**config.mk**
```make
export PLATFORM = sky130hd
export DESIGN_NAME = dmi_req_buffer_flat
export DESIGN_NICKNAME = d
export VERILOG_FILES = /design/src/rtl/dmi_req_buffer_if.sv /design/src/rtl/dmi_req_buffer.sv /design/src/flat_wrapper.sv
export SDC_FILE = /design/constraint.sdc
export NUM_CORES = 1
export LEC_CHECK = 0
export CAP_MARGIN = 20
export CORE_MARGIN = 3
export CORE_UTILIZATION = 48
export DETAILED_ROUTE_END_ITERATION = 12
export PLACE_DENSITY = 0.76
export SETUP_SLACK_MARGIN = 0.3
export SYNTH_ARGS = -nofsm -noshare
export SYNTH_HDL_FRONTEND = slang
export SYNTH_SLANG_ARGS = --single-unit
```
**constraint.sdc**
```tcl
create_clock -name clk -period 6.3 [get_ports clk]
set_input_delay 1.26 -clock clk [delete_from_list [all_inputs] [get_ports clk]]
set_output_delay 1.26 -clock clk [all_outputs]
set_load 0.005 [all_outputs]
```
**src/rtl/dmi_req_buffer_if.sv**
```systemverilog
// One DMI link: request channel toward the debug module, response channel back.
// The master drives requests and accepts responses; the slave does the reverse.
interface dmi_req_buffer_if #(
   parameter int ADDR_BITS = 7
);
   logic                 req_valid;
   logic                 req_ready;
   logic [ADDR_BITS-1:0] req_bits_addr;
   logic [1:0]           req_bits_op;
   logic [31:0]          req_bits_data;

   logic                 resp_valid;
   logic                 resp_ready;
   logic [1:0]           resp_bits_resp;
   logic [31:0]          resp_bits_data;

   modport master (
      output req_valid, req_bits_addr, req_bits_op, req_bits_data,
      input  req_ready,
      input  resp_valid, resp_bits_resp, resp_bits_data,
      output resp_ready
   );

   modport slave (
      input  req_valid, req_bits_addr, req_bits_op, req_bits_data,
      output req_ready,
      output resp_valid, resp_bits_resp, resp_bits_data,
      input  resp_ready
   );
endinterface

```
**src/rtl/dmi_req_buffer.sv**
```systemverilog
// DMI request FIFO with an in-flight limit, an in-order registered response stage,
// and local rejection of reserved ops (answered with resp=2, never forwarded).
module dmi_req_buffer #(
   parameter  int DEPTH           = 4,
   parameter  int ADDR_BITS       = 7,
   parameter  int MAX_OUTSTANDING = 4,
   localparam int OW              = $clog2(MAX_OUTSTANDING + 1)
) (
   input  logic                   clk,
   input  logic                   reset,
   dmi_req_buffer_if.slave        up,
   dmi_req_buffer_if.master       dn,
   output logic [OW-1:0]          outstanding,
   output logic [7:0]             err_count
);
   localparam int            PW     = $clog2(DEPTH);
   localparam logic [OW-1:0] MAX_OS = OW'(MAX_OUTSTANDING);
   localparam logic [1:0]    OP_RSV = 2'd3;
   localparam logic [1:0]    RSP_FAIL = 2'd2;

   typedef struct packed {
      logic [ADDR_BITS-1:0] addr;
      logic [1:0]           op;
      logic [31:0]          data;
   } req_t;

   req_t          mem [DEPTH];
   req_t          head;
   logic [PW:0]   wr_ptr, rd_ptr;
   logic          full, empty;
   logic          push, pop, dn_fire, dn_resp_fire, rej, resp_free;

   logic          resp_vld;
   logic [1:0]    resp_code;
   logic [31:0]   resp_data;

   // Wrap bit differs and index matches -> full; identical pointers -> empty.
   assign empty = (wr_ptr == rd_ptr);
   assign full  = (wr_ptr[PW] != rd_ptr[PW]) && (wr_ptr[PW-1:0] == rd_ptr[PW-1:0]);
   assign head  = mem[rd_ptr[PW-1:0]];

   // Depends only on state and reset, never on dn.req_ready.
   assign up.req_ready = reset && !full;
   assign push         = up.req_valid && up.req_ready;

   assign dn.req_valid     = !empty && (head.op != OP_RSV) && (outstanding < MAX_OS);
   assign dn.req_bits_addr = head.addr;
   assign dn.req_bits_op   = head.op;
   assign dn.req_bits_data = head.data;
   assign dn_fire          = dn.req_valid && dn.req_ready;

   assign resp_free    = !resp_vld || up.resp_ready;
   assign dn.resp_ready = (outstanding != '0) && resp_free;
   assign dn_resp_fire = dn.resp_valid && dn.resp_ready;

   // A reserved op waits until everything older has answered, which keeps order
   // and guarantees the response register is not also loaded from downstream.
   assign rej = !empty && (head.op == OP_RSV) && (outstanding == '0) && resp_free;
   assign pop = dn_fire || rej;

   assign up.resp_valid     = resp_vld;
   assign up.resp_bits_resp = resp_code;
   assign up.resp_bits_data = resp_data;

   always_ff @(posedge clk) begin
      if (push) begin
         mem[wr_ptr[PW-1:0]] <= '{addr: up.req_bits_addr, op: up.req_bits_op,
                                  data: up.req_bits_data};
      end
   end

   always_ff @(posedge clk) begin
      if (!reset) begin
         wr_ptr <= '0;
         rd_ptr <= '0;
      end else begin
         if (push) wr_ptr <= wr_ptr + (PW+1)'(1);
         if (pop)  rd_ptr <= rd_ptr + (PW+1)'(1);
      end
   end

   always_ff @(posedge clk) begin
      if (!reset) begin
         resp_vld  <= 1'b0;
         resp_code <= '0;
         resp_data <= '0;
      end else if (dn_resp_fire) begin
         resp_vld  <= 1'b1;
         resp_code <= dn.resp_bits_resp;
         resp_data <= dn.resp_bits_data;
      end else if (rej) begin
         resp_vld  <= 1'b1;
         resp_code <= RSP_FAIL;
         resp_data <= '0;
      end else if (up.resp_ready) begin
         resp_vld  <= 1'b0;
      end
   end

   always_ff @(posedge clk) begin
      if (!reset) begin
         outstanding <= '0;
      end else begin
         case ({dn_fire, dn_resp_fire})
            2'b10:   outstanding <= outstanding + OW'(1);
            2'b01:   outstanding <= outstanding - OW'(1);
            default: outstanding <= outstanding;
         endcase
      end
   end

   always_ff @(posedge clk) begin
      if (!reset) begin
         err_count <= '0;
      end else if (rej && (err_count != 8'hFF)) begin
         err_count <= err_count + 8'd1;
      end
   end

   a_os_bound: assert property (@(posedge clk) disable iff (!reset) outstanding <= MAX_OS);
   a_no_collide: assert property (@(posedge clk) disable iff (!reset) !(rej && dn_resp_fire));
endmodule

```
**src/flat_wrapper.sv**
```systemverilog
// flat-port wrapper written by rule: the top's interface ports become plain ports
module dmi_req_buffer_flat 
#(
   parameter  int DEPTH           = 4,
   parameter  int ADDR_BITS       = 7,
   parameter  int MAX_OUTSTANDING = 4,
   localparam int OW              = $clog2(MAX_OUTSTANDING + 1)
)
  (clk, reset, outstanding, err_count, up_req_valid, up_req_bits_addr, up_req_bits_op, up_req_bits_data, up_req_ready, up_resp_valid, up_resp_bits_resp, up_resp_bits_data, up_resp_ready, dn_req_valid, dn_req_bits_addr, dn_req_bits_op, dn_req_bits_data, dn_req_ready, dn_resp_valid, dn_resp_bits_resp, dn_resp_bits_data, dn_resp_ready);
  dmi_req_buffer_if #(.ADDR_BITS(ADDR_BITS)) up_i ();
  dmi_req_buffer_if #(.ADDR_BITS(ADDR_BITS)) dn_i ();
  input  logic clk;
  input  logic reset;
  output logic [OW-1:0] outstanding;
  output logic [7:0] err_count;
  input wire logic [$bits(up_i.req_valid)-1:0] up_req_valid;
  input wire logic [$bits(up_i.req_bits_addr)-1:0] up_req_bits_addr;
  input wire logic [$bits(up_i.req_bits_op)-1:0] up_req_bits_op;
  input wire logic [$bits(up_i.req_bits_data)-1:0] up_req_bits_data;
  output wire logic [$bits(up_i.req_ready)-1:0] up_req_ready;
  output wire logic [$bits(up_i.resp_valid)-1:0] up_resp_valid;
  output wire logic [$bits(up_i.resp_bits_resp)-1:0] up_resp_bits_resp;
  output wire logic [$bits(up_i.resp_bits_data)-1:0] up_resp_bits_data;
  input wire logic [$bits(up_i.resp_ready)-1:0] up_resp_ready;
  output wire logic [$bits(dn_i.req_valid)-1:0] dn_req_valid;
  output wire logic [$bits(dn_i.req_bits_addr)-1:0] dn_req_bits_addr;
  output wire logic [$bits(dn_i.req_bits_op)-1:0] dn_req_bits_op;
  output wire logic [$bits(dn_i.req_bits_data)-1:0] dn_req_bits_data;
  input wire logic [$bits(dn_i.req_ready)-1:0] dn_req_ready;
  input wire logic [$bits(dn_i.resp_valid)-1:0] dn_resp_valid;
  input wire logic [$bits(dn_i.resp_bits_resp)-1:0] dn_resp_bits_resp;
  input wire logic [$bits(dn_i.resp_bits_data)-1:0] dn_resp_bits_data;
  output wire logic [$bits(dn_i.resp_ready)-1:0] dn_resp_ready;
  assign up_i.req_valid = up_req_valid;
  assign up_i.req_bits_addr = up_req_bits_addr;
  assign up_i.req_bits_op = up_req_bits_op;
  assign up_i.req_bits_data = up_req_bits_data;
  assign up_req_ready = up_i.req_ready;
  assign up_resp_valid = up_i.resp_valid;
  assign up_resp_bits_resp = up_i.resp_bits_resp;
  assign up_resp_bits_data = up_i.resp_bits_data;
  assign up_i.resp_ready = up_resp_ready;
  assign dn_req_valid = dn_i.req_valid;
  assign dn_req_bits_addr = dn_i.req_bits_addr;
  assign dn_req_bits_op = dn_i.req_bits_op;
  assign dn_req_bits_data = dn_i.req_bits_data;
  assign dn_i.req_ready = dn_req_ready;
  assign dn_i.resp_valid = dn_resp_valid;
  assign dn_i.resp_bits_resp = dn_resp_bits_resp;
  assign dn_i.resp_bits_data = dn_resp_bits_data;
  assign dn_resp_ready = dn_i.resp_ready;
  dmi_req_buffer #(.DEPTH(DEPTH), .ADDR_BITS(ADDR_BITS), .MAX_OUTSTANDING(MAX_OUTSTANDING)) u_core (.clk(clk), .reset(reset), .up(up_i), .dn(dn_i), .outstanding(outstanding), .err_count(err_count));
endmodule
```
==> results of run 1 <==
placed cells by master, fill, tap and decap left out, types with 4 or more instances in the layout:
master           count
o21ai_0              5
clkbuf_1             5
nand2_1             13
clkinv_1             4
mux4_2              41
a21oi_1              8
buf_12               5
nor2_1               9
nand3_1              5
and3_2               4
clkdlybuf4s50_1    170
inv_1               10
xor2_1               5
ha_1                 7
dfxtp_1             52
clkbuf_16           24
edfxtp_1           164
a22o_1              33
xnor2_1              6
kinds of logic after synthesis:
kind of cell / count (synthesis) / synth area share, %
AO/OA/AOI/OAI: 55 / 5.329
flip-flops: 218 / 74.79
XOR/XNOR: 11 / 1.200
AND/OR/NAND/NOR: 55 / 3.740
buffers and inverters: 28 / 1.792
adder cells (fa/ha/maj): 8 / 1.340
multiplexers: 43 / 11.81
path summary, 6_finish.rpt:
path,from,to
worst max register to register,flop,u_core.outstanding[2]$_SDFFE_PN0P_
worst min register to register,u_core.up.resp_bits_data[30]$_SDFFE_PN0P_,u_core.up.resp_bits_data[30]$_SDFFE_PN0P_
worst max-delay path,flop,dn_req_valid
worst min-delay path,u_core.up.resp_bits_data[30]$_SDFFE_PN0P_,u_core.up.resp_bits_data[30]$_SDFFE_PN0P_
where the power goes:
| group | switching (W) | leakage [nW] | internal, W | total [W] |
|---|---|---|---|---|
| Clock | 0.000489 | 0.347 | 0.000759 | 0.00125 |
| Combinational | 0.000265 | 1.30 | 0.000460 | 0.000725 |
| Sequential | 0.0000930 | 1.93 | 0.00164 | 0.00173 |
sequential cells by signal, summed over array words and instances (netlist names), named ones only:
register                  flops
u_core.err_count              8
u_core.mem                  164
u_core.outstanding            3
u_core.rd_ptr                 3
u_core.up.resp_bits_data     32
u_core.up.resp_bits_resp      2
u_core.up.resp_valid          1
u_core.wr_ptr                 3
area by class of cell:
class	instances	area [um2]	share of cell area (%)
Inverter	10	37.54	0.3490
Clock inverter	10	98.84	0.9190
Tap cell	216	270.3	2.513
Sequential cell	218	6011	55.89
Multi-Input combinational cell	172	1888	17.55
Clock buffer	29	608.1	5.654
Timing Repair Buffer	177	1842	17.12
through the flow:
| stage | util, % | hold slack (ns) |
|---|---|---|
| 2_1_floorplan | - | 0.4744 |
| 3_3_place_gp | 61.48 | 0.4617 |
| 3_5_place_dp | 61.58 | 0.4644 |
| 4_1_cts | 65.96 | 0.4843 |
| 5_1_grt | 66.74 | 0.4929 |
| 6_report | 66.74 | 0.4829 |
worst reg2reg max path: cells and delay by family (launching register included):
| family | cells | cell delay, ns |
|---|---|---|
| buf+inv | 1 | 0.08 |
| fa+ha+maj | 2 | 0.40 |
| simple gates | 4 | 0.92 |
| compound gates | 1 | 0.14 |
| flops | 1 | 0.90 |
| mux | 1 | 0.63 |
| xor+xnor | 1 | 0.08 |
metal layers:
layer	global-route usage, %	share of wire (%)	vias up
li1	-	-	2059
met1	21.70	40	2170
met2	30.28	50	173
met3	5.609	8.5	26
met4	3.919	1.6	0
met5	0	0	-
==> results.cfg, run 1 <==
[outcome]
status = complete, no violations

[global_route]
antenna_found_initial = 0
grt_use_total_pct = 17.50
grt-ovfl-total = 0
grt_pass1_wl_um = 25180
grt_pass1_vias = 4832
grt_max_degree = 43

[clock_network]
cts_tree = built
cts_num_sinks = 218
htreeDepth = 1
clockBufferDepth = 3
cts_buffers = 22
clk_latency_ns = 0.48
cts_setup_buffers = 0
path_clk_slew_ns = 0.06
ctsResizeCount = 0
ctsHoldBuffers = 0
cts-root-buf = clkbuf_16

[placed_design]
pre_cts_ws_ns = 2.288
gp_congestion = 0.8549
hpwl_um = 10220
io_buffers = 170
post_dp_cell_area_mm2 = 0.009923
dp.cells = 787

[sta]
max_freq_mhz = 230.3
setup_slack_ns = 1.958
slew_headroom_pct = 44.83
rsz0062_at_grt = no
finalCritPeriodShare_pct = 68.92
worstMarginPinSlew_ns = 0.8276
final_max_slew_viol_count = 0
fin_setup_tns_ns = 0
skew_ns = 0.007165
hold_viol = 0
finalCriticalPeriod_ns = 4.342
setup_viol_count_final = 0

[route]
drt-pass1-iter-count = 4
wl_per_cell_um = 19.18
drt_wl_total_um = 15960
detail-route-antenna-nets = 0
drtIter0Drc = 272
via_per_inst = 5.322
route.detailed.drc = 0
vias = 4428

[yosys]
post_synth.cell_area_avg_um2 = 19.21
synth_area_leaders = edfxtp_1 61%, dfxtp_1 13%, mux4_2 11%, a22o_1 3.6%, ha_1 1.1%
ys_seq_area_share_pct = 74.79
syn-num-nets = 507
synth_ff_type = edfxtp_1
netlist_top_cells_count = 164 x edfxtp_1, 54 x dfxtp_1, 41 x mux4_2
netlist_instances = 418
synth_top_area_share_pct = 61.33
yosysWarningCount = 0
synthArstFlopShare_pct = 0
syn-cell-area_mm2 = 0.008030
synth.distinct_cells = 43
ys_ff_latch = 218
yosysMostFrequentCell = edfxtp_1
yosys.area.top_type = edfxtp_1
synth-edff-count = 164

[cells_and_area]
fillCellCount = 1088
area_growth_pct = 33.94
fin_nets = 690
instances_no_fill = 832
final_area_mm2 = 0.01076
drive_above_1_share_pct = 14.94
antenna_cells = 0

[setup_path]
slowest_stage = dfxtp_4
max_stage_delay_ns = 0.90
worst-r2r-setup-slack_ns = 3.09
worstSetupPathType = reg -> out
path_cells = mux4_2, and2_4, nor3b_1, clkdlybuf4s50_1
crit_path_end_kind = output port
worst-path-stages = 4
reg2reg_depth = 10
cp.arrival_ns = 3.08
path_delay_family = flip-flops
start_kind = flop
critPathBufInv = 1
crit_fanout = 41
cp.required_ns = 5.04

[power]
power.leakage_nw = 3.573
irDropWorstVdd_mv = 0.2583
powerDensity_mw_per_mm2 = 344.2
fin_total_pwr_w = 0.003702

[floorplanning]
core-area_mm2 = 0.01612
pin_count = 171
die_h_um = 135.3
start_util_pct = 49.83
die_w_um = 135.3
die_area_mm2 = 0.01832
rows = 46

[flow_run]
maxCapViolCount = 0

[hold_path]
whs_path_depth = 1
holdCritPathClass = reg -> reg
Note: power is estimated with default switching activity, not from simulation.
==> run 2, diff against run 1 <==
Clock period 6.3 ns to 4.2 ns, I/O delays scaled along.
==> results.cfg, run 2 (synthesized netlist as in run 1, its figures left out) <==
[setup_path]
cp.arrival_ns = 2.70
slowest_stage = mux4_2
path_cells = mux4_2, and2_4, nor3b_1, clkdlybuf4s50_1
critPathBufInv = 1
reg2reg_depth = 10
start_kind = flop
crit_path_end_kind = output port
crit_fanout = 10
cp.required_ns = 3.36
worst-r2r-setup-slack_ns = 1.43
path_delay_family = multiplexers
regToRegEndpoint = u_core.outstanding[2]$_SDFFE_PN0P_
worstSetupPathType = reg -> out
max_stage_delay_ns = 0.60

[outcome]
status = complete, no violations

[route]
vias = 4532
drt-pass1-iter-count = 4
detail-route-antenna-nets = 0
route.detailed.drc = 0
drt_wl_total_um = 16730
drtIter0Drc = 242
via_per_inst = 5.408
wl_per_cell_um = 19.96

[sta]
setup_slack_ns = 0.6625
finalCriticalPeriod_ns = 3.537
skew_ns = 0.01285
finalCritPeriodShare_pct = 84.23
max_freq_mhz = 282.7
fin_setup_tns_ns = 0
rsz0062_at_grt = no
setup_viol_count_final = 0
holdWs_ns = 0.4764
worstMarginPinSlew_ns = 0.6419
final_max_slew_viol_count = 0
hold_viol = 0
slew_headroom_pct = 57.21

[global_route]
grt_pass1_wl_um = 26290
antenna_found_initial = 1
grt_use_total_pct = 18.35
grt-ovfl-total = 0
grt_max_degree = 34
grt_pass1_vias = 4846

[clock_network]
ctsResizeCount = 0
cts_num_sinks = 218
cts_tree = built
cts_setup_buffers = 0
cts-root-buf = clkbuf_16
clk_latency_ns = 0.49
htreeDepth = 1
ctsHoldBuffers = 0
cts_buffers = 22
clockBufferDepth = 3
path_clk_slew_ns = 0.06

[power]
powerDensity_mw_per_mm2 = 537.9
power.leakage_nw = 3.649
irDropWorstVdd_mv = 0.2907

[placed_design]
gp_congestion = 0.8156
hpwl_um = 10910
pre_cts_ws_ns = 1.042
post_dp_cell_area_mm2 = 0.009991
io_buffers = 170

[floorplanning]
die_area_mm2 = 0.01832
die_h_um = 135.3
die_w_um = 135.3
rows = 46
start_util_pct = 49.83
pin_count = 171
core-area_mm2 = 0.01612

[hold_path]
hp-start = u_core.up.resp_bits_data[28]$_SDFFE_PN0P_
holdCritPathClass = reg -> reg
hold_path_end = u_core.up.resp_bits_data[28]$_SDFFE_PN0P_
whs_path_depth = 1

[cells_and_area]
fin_util_pct = 67.29
area_growth_pct = 35.04
fillCellCount = 1067
fin_nets = 695
antenna_cells = 0
final_cell_mix = 170 x clkdlybuf4s50_1, 164 x edfxtp_1, 52 x dfxtp_1
drive_above_1_share_pct = 17.04
largest_register_ffs = 164
final_area_mm2 = 0.01084
final_common_cell = clkdlybuf4s50_1

[flow_run]
maxCapViolCount = 0
run 2: cell types whose count changed in the layout (fill, tap and decap cells not counted):
cell,before,now
buf_12,5,0
buf_4,0,11
clkinv_2,3,4
buf_8,1,0
clkbuf_8,1,4
clkinv_4,0,2
clkinv_1,4,0
clkbuf_1,5,1
bufinv_16,2,5
inv_6,1,0
inv_4,0,1
run 2: per-layer routing:
layer	track usage, %	vias to the layer above	wire [um]
met1	23.22	2272	6773
met2	31.22	183	8271
met5	0	-	13
met4	4.087	2	208
met3	5.944	20	1462
li1	-	2055	-
run 2: worst max path at each step:
stage / startpoint / endpoint / cells after the start
finish: flop / dn_req_valid / 4
global route: flop / dn_req_valid / 4
CTS: flop / dn_req_valid / 4
detailed placement: reset / up_req_ready / 3
global placement: reset / up_req_ready / 3
floorplan: reset / u_core.mem[3][0]$_DFFE_PP_ / 3
run 2: worst reg2reg max path, delay by kind of cell (launching register included):
family | cells | cell delay, ns
fa+ha+maj | 2 | 0.38
flops | 1 | 0.48
simple gates | 4 | 0.95
mux | 1 | 0.60
buf+inv | 1 | 0.07
compound gates | 1 | 0.14
xor+xnor | 1 | 0.07
run 2: through the flow:
stage                     total power (W)  std cells
after floorplan                  0.003123        418
after global placement           0.003690        797
after detailed placement         0.003718        797
after CTS                        0.005885        837
after global routing             0.006067        838
final                            0.005834        838
run 2: layout make-up:
cell class	instances	area, um2	area share, %
well taps	216	270.3	2.492
multi-input cells	172	1888	17.41
clock inverters	12	193.9	1.788
clock buffers	28	634.4	5.850
inverters	10	37.54	0.3461
flip-flops and latches	218	6011	55.43
repair buffers	182	1809	16.68
run 2: power by group:
group / switching, W / leakage, nW / total [W] / internal, W
Clock: 0.000775 / 0.412 / 0.00215 / 0.00138
Sequential: 0.0000991 / 1.93 / 0.00255 / 0.00245
Combinational: 0.000443 / 1.31 / 0.00113 / 0.000683
Total: 0.00132 / 3.65 / 0.00583 / 0.00452
==> run 3, diff against run 2 <==
Settings changed: CORE_UTILIZATION 48 to 46.
Clock period 4.2 ns to 3.13 ns, I/O delays scaled along.
==> results.cfg, run 3 (synthesized netlist as in run 1, its figures left out) <==
[route]
drt-pass1-iter-count = 4
drt_wl_total_um = 16410
vias = 4523
route.detailed.drc = 0
drtIter0Drc = 249
via_per_inst = 5.340
wl_per_cell_um = 19.38
detail-route-antenna-nets = 0

[sta]
rsz0062_at_grt = yes
final_max_slew_viol_count = 0
finalCritPeriodShare_pct = 88.51
worstMarginPinSlew_ns = 0.5374
setup_viol_count_final = 0
fin_setup_tns_ns = 0
finalCriticalPeriod_ns = 2.770
skew_ns = 0.009304
hold_viol = 0
max_freq_mhz = 361.0
slew_headroom_pct = 64.14

[power]
p_sw_w = 0.001755
switching_share_pct = 22.95
power.leakage_nw = 3.652
pwr-share-comb_pct = 20.5
powerDensity_mw_per_mm2 = 700.3
irDropWorstVdd_mv = 0.4180
p_int_w = 0.005889
p_seq_share_pct = 44.7
pwr-share-clk_pct = 34.8

[floorplanning]
die_h_um = 138.1
start_util_pct = 47.75
die_area_mm2 = 0.01908
die_w_um = 138.1
core-area_mm2 = 0.01682
rows = 47
pin_count = 171

[clock_network]
clockBufferDepth = 3
cts_num_sinks = 218
ctsHoldBuffers = 0
htreeDepth = 1
cts_tree = built
cts-root-buf = clkbuf_16
cts_buffers = 24
path_clk_slew_ns = 0.06
clk_latency_ns = 0.49

[cells_and_area]
drive_above_1_share_pct = 16.43
largest_register_ffs = 164
fillCellCount = 1175
antenna_cells = 0
area_growth_pct = 35.93
fin_util_pct = 64.90
final_cell_mix = 169 x clkdlybuf4s50_1, 164 x edfxtp_1, 52 x dfxtp_1
final_common_cell = clkdlybuf4s50_1
fin_nets = 698

[flow_run]
maxCapViolCount = 0

[global_route]
grt_pass1_vias = 4857
grt-ovfl-total = 0
grt_pass1_wl_um = 26230
grt_max_degree = 42
antenna_found_initial = 0
grt_use_total_pct = 16.90

[setup_path]
slowest_stage = mux4_2
path_delay_family = buffers and inverters
crit_fanout = 10
critPathBufInv = 2
start_kind = flop
crit_path_end_kind = output port
cp.required_ns = 2.50
worstSetupPathType = reg -> out
max_stage_delay_ns = 0.54
path_cells = buf_6, mux4_2, clkdlybuf4s50_1
reg2reg_from = u_core.wr_ptr[2]$_SDFFE_PN0P_
cp.arrival_ns = 2.14

[placed_design]
hpwl_um = 10500
gp_congestion = 0.7433
io_buffers = 170

[hold_path]
hp-start = u_core.up.resp_bits_data[29]$_SDFFE_PN0P_
holdCritPathClass = reg -> reg

[outcome]
status = complete, no violations
## run 3: final timing paths
| check | to | slack (ns) | cells past startpoint |
|---|---|---|---|
| setup / recovery | dn_req_bits_data[16] | 0.36 | 3 |
| hold / removal | u_core.up.resp_bits_data[29]$_SDFFE_PN0P_ | 0.48 | 1 |
| setup reg to reg | u_core.outstanding[2]$_SDFFE_PN0P_ | 0.55 | 10 |
| hold reg to reg | u_core.up.resp_bits_data[29]$_SDFFE_PN0P_ | 0.48 | 1 |
## run 3: power groups by stage
stage | registers [W] | clock network (W) | logic (W)
5_1_grt | 0.00344 | 0.00283 | 0.00168
4_1_cts | 0.00342 | 0.00273 | 0.00155
3_3_place_gp | 0.00346 | 0 | 0.00150
6_report | 0.00342 | 0.00266 | 0.00157
3_5_place_dp | 0.00346 | 0 | 0.00153
2_1_floorplan | 0.00344 | 0 | 0.000749
## run 3: area by class of cell
cell class	instances	area (um2)	share of cell area, %
clock buffers	36	706.9	6.476
multi-input cells	172	1899	17.40
repair buffers	183	1923	17.62
well taps	220	275.3	2.522
flip-flops and latches	218	6013	55.09
inverters	10	37.54	0.3439
clock inverters	8	60.06	0.5502
## run 3: what timing repair did
| item | CTS | global route |
|---|---|---|
| setup endpoints to repair | 40 | 39 |
| cloned | 0 | 1 |
| setup buffers | 0 | 0 |
| gates resized for setup | 9 | 4 |
## run 3: worst register-to-register path: stages, from the launching register on
cell	delay [ns]
dfxtp_1	0.35
xor2_1	0.20
or3_1	0.47
nor3b_4	0.20
nand2_1	0.08
ha_1	0.18
inv_1	0.06
fa_1	0.38
xor2_1	0.16
or3_1	0.31
a21oi_1	0.13
## run 3: per-layer routing
| metal | routed length [um] | track usage, % |
|---|---|---|
| met2 | 7883 | 27.95 |
| met5 | 0 | 0 |
| met1 | 6957 | 22.12 |
| met3 | 1293 | 4.765 |
| met4 | 276 | 4.888 |
## run 3: per-stage QoR
stage | area (um2) | cells | total power [W] | hold slack, ns | worst slack, ns
detailed placement | 10060 | 801 | 0.004988 | 0.4657 | 0.2579
global route | 10920 | 847 | 0.007962 | 0.4879 | 0.2751
CTS | 10860 | 845 | 0.007698 | 0.4812 | 0.2696
floorplan | 8030 | 418 | 0.004191 | 0.4744 | 0.5196
finish | 10920 | 847 | 0.007644 | 0.4845 | 0.3597
global placement | 10060 | 801 | 0.004961 | 0.4635 | 0.3432
